File: src/rtl/fieldious_mem_pkg.sv
// Shared definitions for the DFFRAM read-side clients: reader FSM states,
// memory read latency and the depth of the reader's skid FIFO.
package fieldious_mem_pkg;

    typedef enum logic [1:0] {
        IDLE  = 2'd0,
        RUN   = 2'd1,
        DRAIN = 2'd2
    } reader_state_t;

    // The DFFRAM read port returns data exactly one cycle after csb1 is low.
    localparam int MEM_RD_LATENCY = 1;

    // Enough slots to cover one word being handed off, one in flight and one
    // being issued, so a consumer holding ready high sees one word per cycle.
    localparam int READER_FIFO_DEPTH = 3;

endpackage

File: src/rtl/stream_fifo_d3.sv
// Three-entry synchronous FIFO used to absorb the memory read latency.
// Head word is presented combinationally from storage; count is registered.
module stream_fifo_d3
    import fieldious_mem_pkg::*;
#(
    parameter int DATA_WIDTH = 32
) (
    input  logic                  clk,
    input  logic                  rst,
    input  logic                  push,
    input  logic [DATA_WIDTH-1:0] push_data,
    input  logic                  pop,
    output logic [DATA_WIDTH-1:0] head,
    output logic [1:0]            count
);

    localparam logic [1:0] LAST_SLOT = 2'(READER_FIFO_DEPTH - 1);
    localparam logic [1:0] FULL      = 2'(READER_FIFO_DEPTH);

    logic [DATA_WIDTH-1:0] mem [READER_FIFO_DEPTH];
    logic [1:0]            rd_ptr;
    logic [1:0]            wr_ptr;
    logic                  do_push;
    logic                  do_pop;

    // Pointers wrap at the depth, which is not a power of two.
    function automatic logic [1:0] next_ptr(input logic [1:0] p);
        return (p == LAST_SLOT) ? 2'd0 : p + 2'd1;
    endfunction

    // Pops from an empty FIFO are ignored; a push into a full FIFO only lands
    // when a pop frees a slot in the same cycle.
    always_comb begin
        do_pop  = pop && (count != 2'd0);
        do_push = push && ((count != FULL) || do_pop);
        head    = mem[rd_ptr];
    end

    // Storage has no reset; only the pointers and count define what is valid.
    always_ff @(posedge clk) begin
        if (do_push) begin
            mem[wr_ptr] <= push_data;
        end
    end

    // Pointer and occupancy bookkeeping with synchronous clear.
    always_ff @(posedge clk) begin
        if (rst) begin
            rd_ptr <= 2'd0;
            wr_ptr <= 2'd0;
            count  <= 2'd0;
        end else begin
            if (do_push) begin
                wr_ptr <= next_ptr(wr_ptr);
            end
            if (do_pop) begin
                rd_ptr <= next_ptr(rd_ptr);
            end
            case ({do_push, do_pop})
                2'b10:   count <= count + 2'd1;
                2'b01:   count <= count - 2'd1;
                default: count <= count;
            endcase
        end
    end

endmodule

File: src/rtl/dffram_stream_reader.sv
// Read-side client for the DFFRAM wrapper: turns a (base address, length)
// command into a burst of reads on the active-low port and streams the
// returned words out with valid/ready and a last flag.
module dffram_stream_reader
    import fieldious_mem_pkg::*;
#(
    parameter int DATA_WIDTH = 32,
    parameter int ADDR_WIDTH = 8,
    parameter int LEN_WIDTH  = ADDR_WIDTH + 1
) (
    input  logic                  clk,
    input  logic                  rst,
    input  logic                  start_valid,
    output logic                  start_ready,
    input  logic [ADDR_WIDTH-1:0] start_addr,
    input  logic [LEN_WIDTH-1:0]  start_len,
    output logic                  busy,
    output logic                  done,
    output logic                  csb1,
    output logic [ADDR_WIDTH-1:0] addr1,
    input  logic [DATA_WIDTH-1:0] dout1,
    output logic                  out_valid,
    input  logic                  out_ready,
    output logic [DATA_WIDTH-1:0] out_data,
    output logic                  out_last
);

    localparam logic [2:0] CREDITS = 3'(READER_FIFO_DEPTH);

    reader_state_t               state;
    logic [ADDR_WIDTH-1:0]       cur_addr;
    logic [ADDR_WIDTH-1:0]       last_addr;
    logic [LEN_WIDTH-1:0]        issue_left;
    logic [LEN_WIDTH-1:0]        len_q;
    logic [LEN_WIDTH-1:0]        deliver_cnt;
    logic [MEM_RD_LATENCY-1:0]   inflight;
    logic                        done_q;
    logic [1:0]                  fifo_count;
    logic [DATA_WIDTH-1:0]       fifo_head;
    logic                        issue;
    logic                        pop;
    logic                        accept;

    // Issue decision uses only registered occupancy, so out_ready never
    // reaches csb1/addr1 combinationally; reset suppresses any activity.
    always_comb begin
        issue       = !rst && (state == RUN) &&
                      (({1'b0, fifo_count} + {2'b00, inflight}) < CREDITS);
        csb1        = !issue;
        addr1       = issue ? cur_addr : last_addr;
        out_valid   = !rst && (fifo_count != 2'd0);
        out_data    = fifo_head;
        pop         = out_valid && out_ready;
        out_last    = out_valid && (deliver_cnt == (len_q - LEN_WIDTH'(1)));
        start_ready = !rst && (state == IDLE);
        accept      = start_valid && start_ready;
        busy        = (state != IDLE);
        done        = done_q;
    end

    // Reader FSM with address, issue and delivery counters.
    always_ff @(posedge clk) begin
        if (rst) begin
            state       <= IDLE;
            cur_addr    <= '0;
            last_addr   <= '0;
            issue_left  <= '0;
            len_q       <= '0;
            deliver_cnt <= '0;
            inflight    <= '0;
            done_q      <= 1'b0;
        end else begin
            done_q   <= 1'b0;
            inflight <= issue;

            if (issue) begin
                cur_addr   <= cur_addr + ADDR_WIDTH'(1);
                last_addr  <= cur_addr;
                issue_left <= issue_left - LEN_WIDTH'(1);
            end

            if (pop) begin
                deliver_cnt <= deliver_cnt + LEN_WIDTH'(1);
            end

            case (state)
                IDLE: begin
                    if (accept) begin
                        if (start_len == '0) begin
                            done_q <= 1'b1;
                        end else begin
                            cur_addr    <= start_addr;
                            len_q       <= start_len;
                            issue_left  <= start_len;
                            deliver_cnt <= '0;
                            state       <= RUN;
                        end
                    end
                end
                RUN: begin
                    if (issue && (issue_left == LEN_WIDTH'(1))) begin
                        state <= DRAIN;
                    end
                end
                DRAIN: begin
                    if (pop && out_last) begin
                        state  <= IDLE;
                        done_q <= 1'b1;
                    end
                end
                default: state <= IDLE;
            endcase
        end
    end

    stream_fifo_d3 #(
        .DATA_WIDTH(DATA_WIDTH)
    ) u_fifo (
        .clk      (clk),
        .rst      (rst),
        .push     (inflight[0]),
        .push_data(dout1),
        .pop      (pop),
        .head     (fifo_head),
        .count    (fifo_count)
    );

endmodule

File: config.mk
export PLATFORM = sky130hd
export DESIGN_NAME = dffram_stream_reader
export DESIGN_NICKNAME = d
export VERILOG_FILES = /design/src/rtl/fieldious_mem_pkg.sv /design/src/rtl/stream_fifo_d3.sv /design/src/rtl/dffram_stream_reader.sv
export SDC_FILE = /design/constraint.sdc
export NUM_CORES = 1
export LEC_CHECK = 0
export CAP_MARGIN = 20
export CORE_MARGIN = 2
export CORE_UTILIZATION = 45
export DETAILED_ROUTE_END_ITERATION = 6
export PLACE_DENSITY = 0.69
export SLEW_MARGIN = 20
export SYNTH_ARGS = -nofsm -noshare
export SYNTH_HDL_FRONTEND = slang
export SYNTH_HIERARCHICAL = 1
export SYNTH_SLANG_ARGS = --single-unit
export TNS_END_PERCENT = 30
File: constraint.sdc
create_clock -name clk -period 6.48 [get_ports clk]
set_input_delay 0.648 -clock clk [delete_from_list [all_inputs] [get_ports clk]]
set_output_delay 0.648 -clock clk [all_outputs]
set_load 0.05 [all_outputs]
== Word level (Yosys, flattened, before mapping) ==
Memory sizes are Yosys's and may differ from the RTL's. A register that Yosys moved wholly into a read port is not among the register bits.
Index checks and enable logic that the tools add are counted.

* Bits in writable memories: 96
* Memories: 1
* Flip-flop bits (word level): 53
* Output and inout port bits: 46
* Logic and storage cells: 86
* Bits of input ports: 53

* Add/subtract/negate cells: 9
* Muxes and demuxes: 29
* Equal/unequal tests: 13
* Bitwise operators: 1
* Reductions and logical operators: 21
* Magnitude comparators: 1

{| class="wikitable"
|+ Memories
! memory !! words !! bits a word !! rd ports !! clocked after memory_dff !! write ports !! RTL line !! text
|-
| u_fifo.mem || 3 || 32 || 1 || 1 || 1 || stream_fifo_d3.sv:20 || <nowiki>logic [DATA_WIDTH-1:0] mem [READER_FIFO_DEPTH];</nowiki>
|}

{| class="wikitable"
|+ Operator list
! kind !! count
|-
| two-way mux 9 bit || 8
|-
| two-way mux 8 bit || 5
|-
| subtractor 9 x 1 -> 9 bit, second input constant || 2
|-
| two-way mux 2 bit || 8
|-
| logical AND 1 bit || 11
|-
| adder 9 x 1 -> 9 bit, second input constant || 1
|-
| == test 9 x 1 -> 1 bit, second input constant || 1
|-
| == test 9 bit || 1
|-
| zero test 9 bit || 1
|-
| adder 8 x 1 -> 8 bit, second input constant || 1
|-
| == test 2 bit, second input constant || 4
|-
| != test 2 bit, second input constant || 4
|-
| adder 2 x 1 -> 2 bit, second input constant || 3
|-
| one-hot mux 2 bit (3 select lines) || 1
|-
| nonzero test 2 bit || 3
|-
| two-way mux 1 bit || 5
|-
| == test 2 x 1 -> 1 bit, second input constant || 2
|-
| one-hot mux 2 bit (2 select lines) || 1
|-
| AND reduction 4 bit || 1
|-
| adder 2 x 1 -> 3 bit || 1
|-
| < comparator 3 x 2 -> 1 bit, second input constant || 1
|-
| AND reduction 3 bit || 1
|-
| zero test 1 bit || 2
|-
| zero test 2 bit || 1
|-
| 5 further kinds || 5
|}

== Logic depth before layout (Yosys ltp) ==
* Depth in word-level cells: 8
* Depth in mapped cells: 11
* Mapped depth without buffers: 10

== Cells and area by module ==
Netlist, hierarchy kept.

{| class="wikitable"
|+ Modules (own cells, without submodules)
! module !! area an instance (um^2) !! instances !! sequential area each (um^2) !! cells each
|-
| stream_fifo_d3 || 3,872.5 || 1 || 3,042.9 || 237
|-
| dffram_stream_reader || 2,531.2 || 1 || 940.9 || 305
|}

== Worst setup path after synthesis ==
Ideal clock, no wire load.

* Kind: input to register
* Start: input port rst
* End: memory u_fifo.mem[2][0], enable pin
* Library setup time: 0.468 ns
* Data required time: 6.012 ns
* Cell stages on the path: 7
* Buffers on the path: 1
* Data arrival time: 4.171 ns
* Slack: 1.841 ns
* Cells stage by stage: buf_6 o21bai_1 inv_1 nand2_1 inv_1 o21ai_2 nor3b_1

* Longest elaborated chain between the ends: 8

{| class="wikitable"
|+ Ends and longest elaborated chain
! what !! RTL line !! text
|-
| start: declaration || dffram_stream_reader.sv:12 || <nowiki>input logic rst,</nowiki>
|-
| zero test 1 bit || dffram_stream_reader.sv:51 || <nowiki>out_valid = !rst && (fifo_count != 2'd0);</nowiki>
|-
| logical AND 1 bit || dffram_stream_reader.sv:51 ||
|-
| via out_valid || dffram_stream_reader.sv:22 || <nowiki>output logic out_valid,</nowiki>
|-
| logical AND 1 bit || dffram_stream_reader.sv:53 || <nowiki>pop = out_valid && out_ready;</nowiki>
|-
| via pop || dffram_stream_reader.sv:41 || <nowiki>logic pop;</nowiki>
|-
| logical AND 1 bit || stream_fifo_d3.sv:34 || <nowiki>do_pop = pop && (count != 2'd0);</nowiki>
|-
| logical OR 1 bit || stream_fifo_d3.sv:35 || <nowiki>do_push = push && ((count != FULL) || do_pop);</nowiki>
|-
| logical AND 1 bit || stream_fifo_d3.sv:35 ||
|-
| two-way mux 1 bit || stream_fifo_d3.sv:41 || <nowiki>if (do_push) begin</nowiki>
|-
| two-way mux 1 bit (not written as such) || stream_fifo_d3.sv:42 || <nowiki>mem[wr_ptr] <= push_data;</nowiki>
|-
| end: declaration || stream_fifo_d3.sv:20 ||
|}

The timed path passes the listed nets, and every way through them passes these cells.

== Worst setup path in the final report ==
* Start: register u_fifo.count[0]
* End: output port addr1[4]

* Longest elaborated chain between the ends: 4

{| class="wikitable"
|+ Ends and longest elaborated chain
! what !! RTL line !! text
|-
| start: declaration || stream_fifo_d3.sv:14 || <nowiki>output logic [1:0] count</nowiki>
|-
| start signal: assignment || stream_fifo_d3.sv:60 || <nowiki>2'b10: count <= count + 2'd1;</nowiki>
|-
| start signal: assignment || stream_fifo_d3.sv:61 || <nowiki>2'b01: count <= count - 2'd1;</nowiki>
|-
| start signal: assignment || stream_fifo_d3.sv:62 || <nowiki>default: count <= count;</nowiki>
|-
| adder 2 x 1 -> 3 bit || dffram_stream_reader.sv:48 || <nowiki>(({1'b0, fifo_count} + {2'b00, inflight}) < CREDITS);</nowiki>
|-
| < comparator 3 x 2 -> 1 bit || dffram_stream_reader.sv:48 ||
|-
| logical AND 1 bit || dffram_stream_reader.sv:47 || <nowiki>issue = !rst && (state == RUN) &&</nowiki>
|-
| two-way mux 8 bit || n/a ||
|-
| end: declaration || dffram_stream_reader.sv:20 || <nowiki>output logic [ADDR_WIDTH-1:0] addr1,</nowiki>
|}

No other way between the ends.

==> metrics.cfg <==
[status]
status = completed

[sta]
setup-violations-final = 0
setup-tns-final_ns = 0
slew_violations = 0
period_share_pct = 60.89
period_needed_ns = 3.946
max_freq_ghz = 0.2534
whs_ns = 0.4674
finalClockSkew_ns = 0.01013
hold_viol = 0
relSlewSlack_pct = 28.31
rsz0062_at_grt = no
tightest_slew_ns = 1.075

[global_route]
gr-total-overflow = 0
grt_antenna_before_repair = 0
grt_pass1_wl_mm = 20.62
grtUsageTotal_pct = 17.99
grt_max_degree = 65
grt_pass1_vias = 4224

[synthesis]
synth_mux_area_share_pct = 5.490
synth_nets = 603
yosys.area.top_type = edfxtp_1
synthSimpleGateAreaFrac_pct = 14.60
synth-edff-count = 96
synth_cells = 542
syn_avg_cell_area_um2 = 11.81
synth_fa_ha_area_share_pct = 1.563
synth_seq_cells = 151
synth-xor-area-share_pct = 4.787
synth_top_family_by_area = simple AND/OR/NAND/NOR gates
synth_top_area_share_pct = 45.02
async_reset_ff_share_pct = 0
ys.flop_type = edfxtp_1
synthDistinctLibCells = 53
synthTopCellsByArea = edfxtp_1 (45%), dfxtp_1 (17%), nand2_1 (5.4%), mux2i_1 (5.3%), xnor2_1 (2.7%)
synth_compound_area_share_pct = 8.109
synth_area_um2 = 6404
synth-seq-area-share_pct = 62.21
ys_warn_count = 6

[floorplan]
num_io_pins = 99
die_area_um2 = 15200
coreArea_um2 = 13880
die_h_um = 123.3
dieWidth_um = 123.3
num_rows = 43
start_util_pct = 46.13

[clocking]
clkTransAtPathRegs_ns = 0.07
cts_tree = done
cts_resized = 0
cts_max_path_buffers = 2
cts_sinks = 151
insertion_delay_ns = 0.42
cts_made_buffers = 17
holdBufCountCts = 0
h-tree-depth = 4
clockRootBuffer = clkbuf_16
postCtsSetupBuffers = 0

[route]
via_per_inst = 5.225
first_pass_iters = 4
routed_wl_mm = 12.94
vias = 4342
drc = 0
avgRoutedWirePerCell_um = 15.57
antenna_left = 0
drtIter0Drc = 338

[critical_path]
cp.arrival_ns = 3.30
cp-start-kind = flop
rr_worst_depth = 8
cp_max_fo = 20
cp-end-kind = primary output
r2r-start = u_fifo/count[0]
critical_path_class = flop to primary output
worstPathRequired_ns = 5.83
r2r_setup_slack_ns = 3.49
rr_endpoint = state[0]

[power]
power.density_nw_per_um2 = 277.2
p_total_uw = 2248
vdd_drop_max_mv = 0.1475
p_leak_uw = 0.002721

[placed_design]
dp_hpwl_mm = 8.621
globalplace.congestion = 0.8442
io_buffers = 98

[min_path]
min-delay-start = last_addr[4]
hold_path_class = flop to flop
holdPathEnd = last_addr[4]
hold_depth = 2

[layout]
antenna_cells = 0
area_delta_synth_final_pct = 26.67
drive_gt1_share_pct = 9.063
fillers = 1142
final_nets = 699
post-route-util_pct = 58.44

[flow_run]
cap_violations = 0

==> critical path, cell delays in order (launching register included) <==
cell and delay, ns:
dfxtp_1 0.38, ha_1 0.21, ha_1 0.21, nor4b_4 0.26, and2_1 0.63, inv_2 0.25
nand2_1 0.15, nand2_1 0.07, clkdlybuf4s50_1 0.70
==> power by group <==
group,switching [µW],internal (µW)
registers,20.4,1050
logic,102,83.7
clock network,413,583
==> per-stage QoR <==
| step | cell area (µm²) | instances | setup WS [ns] |
|---|---|---|---|
| 2_1_floorplan | 6404 | 542 | 1.841 |
| 3_3_place_gp | 7506 | 799 | 2.647 |
| 3_5_place_dp | 7506 | 799 | 2.594 |
| 4_1_cts | 8109 | 831 | 2.486 |
| 5_1_grt | 8112 | 831 | 2.246 |
| 6_report | 8112 | 831 | 2.534 |
==> Yosys cell counts (all sizes together), types with 2 or more instances <==
cell type  instances
nor4               7
nor3               6
o211ai             2
dfxtp             55
nand4              4
and4               2
or4                3
mux2i             34
nor4bb             2
nor3b              3
nand3b             2
a311oi             2
xnor2             20
a21oi             19
or3                4
nand2b             6
and2               3
a211oi            13
ha                 8
or3b               2
and3               3
nand3              4
inv               13
nand2             92
nor2b              6
buf               16
nor2              33
edfxtp            96
nand4b             3
clkbuf            10
xor2              15
or2                2
o21ai             39
nor4b              3
==> sequential cells by signal (all words and copies together) (netlist names), named ones only <==
register	count
u_fifo/mem	96
done	1
len_q	9
u_fifo/count	2
cur_addr	8
state	2
deliver_cnt	9
u_fifo/rd_ptr	2
last_addr	8
inflight	1
u_fifo/wr_ptr	2
issue_left	9
==> cells by family (layout without fill, tap and decap cells) <==
kind of cell / Yosys count / count (layout)
and+or+nand+nor: 191 / 191
DFF: 151 / 151
AOI/OAI and AO/OA: 83 / 83
buffers and inverters: 39 / 148
xor gates and xnor gates: 35 / 35
muxes: 35 / 35
adders and majority gates: 8 / 8
==> layout make-up <==
class / instances / area, µm² / area share [%]
Inverter: 13 / 48.80 / 0.6016
Clock buffer: 17 / 425.4 / 5.244
Multi-Input combinational cell: 352 / 2227 / 27.46
Sequential cell: 151 / 3989 / 49.17
Timing Repair Buffer: 103 / 1018 / 12.56
Tap cell: 180 / 225.2 / 2.776
Clock inverter: 15 / 177.7 / 2.190
==> cell usage in the layout, fill, tap and decap left out, types with 15 or more instances in the layout <==
cell type / synthesis / final
o21ai_0: 34 / 34
clkbuf_16: 0 / 17
mux2i_1: 34 / 34
edfxtp_1: 96 / 96
xnor2_1: 20 / 20
dfxtp_1: 55 / 53
nor2_1: 33 / 33
xor2_1: 15 / 15
clkdlybuf4s50_1: 0 / 98
nand2_1: 92 / 92
a21oi_1: 19 / 19
==> worst max path at each step <==
| stage | to | slack, ns | startpoint |
|---|---|---|---|
| 4_1_cts | addr1[7] | 2.49 | u_fifo/count[0] |
| 5_1_grt | addr1[4] | 2.25 | u_fifo/count[0] |
| 3_3_place_gp | out_last | 2.65 | rst |
| 6_report | addr1[4] | 2.53 | u_fifo/count[0] |
| 3_5_place_dp | out_last | 2.59 | rst |
| 2_1_floorplan | u_fifo/mem[2][0] | 1.84 | rst |
==> routing by layer <==
metal  routed length, µm  GRT usage (%)  part of all wire [%]
met1                5813          22.51                    45
met2                6155          29.26                    48
met3                 777          6.135                   6.0
met4                 193          5.966                   1.5
met5                   0              0                     0
Note: power is estimated with default switching activity, not from simulation.
==> edit: new RTL, config.mk and constraints unchanged <==
Encoding of `reader_state_t`: now one-hot (3 bits for 3 states).
--- a/src/rtl/fieldious_mem_pkg.sv
+++ b/src/rtl/fieldious_mem_pkg.sv
@@ -4,6 +4,6 @@
 
-    typedef enum logic [1:0] {
-        IDLE  = 2'd0,
-        RUN   = 2'd1,
-        DRAIN = 2'd2
+    typedef enum logic [2:0] {
+        IDLE  = 3'b001,
+        RUN   = 3'b010,
+        DRAIN = 3'b100
     } reader_state_t;
Function: no difference found for any inputs over 4 cycles, from zero or initial values and one cycle with rst high; so few cycles prove little.
==> edit against the unedited design <==
- worst setup slack got worse by 0.47 ns
- design area decreased by 0.32%
- via count shrank 1.3%
- register-to-register slack got worse by 0.18 ns
- total power shrank 3.8%
- die area is 0.98% lower
- area after synthesis down 1.0%
- wire length is 0.40% higher
- sequential cell count rose by 1
- count of clock-buffer cells in the layout stayed put
- critical endpoint is now addr1[7]
- largest cell class unchanged
- highest routed layer unchanged
==> edit: results (changes against the unedited design) <==
[finish]
final_cells=830  ; -0.12%
diodes=0  ; unchanged
fillers=1127  ; -1.3%
largest_reg_flops=96  ; unchanged
drive_gt1_share_pct=8.15  ; -0.91 points

[logic_synthesis]
synth_edf_count=96  ; unchanged
synth_commonest_cells=96 x edfxtp_1, 87 x nand2_1, 56 x dfxtp_1
ys_types=49  ; -7.5%
async_reset_ff_share_pct=0  ; unchanged
yosysWarnings=6  ; unchanged
synth_nets=600  ; -0.50%
yosys-top-cells-area=edfxtp_1 45%, dfxtp_1 18%, mux2i_1 5.4%, nand2_1 5.2%, o21ai_0 3.8%
synth-seq-area-share_pct=63.2  ; +0.95 points
ys.flop_type=edfxtp_1
syn_inst=539  ; -0.55%

[status]
status=finished clean

[placement]
dpl_cell_area_um2=7480  ; -0.30%
place_inst=799  ; unchanged
port_buffers=98  ; unchanged
dp_hpwl_um=8470  ; -1.7%
gp_congestion=0.848  ; +0.45%
post-place-ws_ns=2.08  ; -0.515 ns

[global_route]
grtUsageMet1_pct=21.9  ; -0.57 points
grt_pass1_vias=4273  ; +1.2%
met2_usage_pct=30.8  ; +1.5 points
antenna_found_initial=0  ; unchanged
grtUsageTotal_pct=18.2  ; +0.19 points
grt.met3_usage_pct=4.74  ; -1.4 points
grt_pass1_wl_um=20800  ; +0.83%
grt_max_degree=65  ; unchanged

[clock_network]
ctsRootBufferMaster=clkbuf_16
clk_transition_reported_paths_ns=0.06
cts_setup_buffers=0  ; unchanged
clockBufferDepth=2  ; unchanged
cts_resized=0  ; unchanged
numCtsBuffers=17  ; unchanged
clock_latency_ns=0.42  ; about the same

[power]
ir_drop_mv=0.148  ; +0.65%
leakage_nw=2.71  ; -0.28%

[detailed_routing]
vias_per_cell=5.17  ; -1.1%
drtIter0Drc=348  ; +3.0%
totalWireLength_um=13000  ; +0.40%

[worst_setup_path]
worstPathMaxFanout=19  ; -5.0%
cp.arrival_ns=3.77  ; +0.47 ns
slowest_delay_ns=0.81  ; +0.11 ns
crit_slowest_cell=clkdlybuf4s50_1
crit_family=buffers and inverters

[sta]
clock_skew_ns=0.00708  ; -0.00305 ns
tightest_slew_ns=1.08  ; +0.00694 ns

edit: changes by cell type in the layout (fill, tap and decap cells not counted), sizes merged, moves of 3 or more:
cell    delta
inv        -5
nor3       +3
a21oi      -4
nand2      -5
nor4       -4
a211oi     -5
or3        +3
and2       +9
o21ai     +11
nand3      +6
nand2b     -4
clkinv     +4
nand4b     -3
edit: logic make-up after synthesis:
kind of cell    Yosys count  synth area share (%)
compound gates           84                  7.92
mux                      35                  5.55
simple gates            186                  14.1
fa+ha+maj                 8                  1.58
flops                   152                  63.2
buf+inv                  37                  2.61
xor+xnor                 37                  5.11
edit: final cells by class:
cell class / instances / area [um^2] / area share (%)
Inverter: 15 / 56.3 / 0.696
Timing Repair Buffer: 102 / 1010 / 12.5
Multi-Input combinational cell: 350 / 2180 / 27.0
Clock buffer: 17 / 425 / 5.26
Sequential cell: 152 / 4010 / 49.6
Tap cell: 180 / 225 / 2.79
Clock inverter: 14 / 174 / 2.15
edit: worst min-delay path, delay by kind of cell, from the launching register on:
kind	cells	cell delay, ns
AND/OR/NAND/NOR	1	0.05
AO/OA/AOI/OAI	1	0.06
flip-flops	1	0.32
edit: worst paths after layout:
| check | from | endpoint | slack [ns] | cells after the start |
|---|---|---|---|---|
| hold reg to reg | u_fifo/rd_ptr[0] | flip-flop | 0.47 | 2 |
| setup reg to reg | u_fifo/count[0] | state[1] | 3.31 | 8 |
| hold / removal | u_fifo/rd_ptr[0] | flip-flop | 0.47 | 2 |
| setup / recovery | rst | addr1[7] | 2.06 | 7 |
edit: layer usage:
metal	part of all wire [%]	vias to the layer above
met2	49	128
li1	-	2111
met5	0	-
met3	5.8	16
met1	44	2032
met4	1.5	0
edit: power by group:
part           total, mW  internal (mW)  switching, mW
registers           1.06           1.04         0.0157
clock network      0.987          0.606          0.382
logic              0.119         0.0600         0.0588
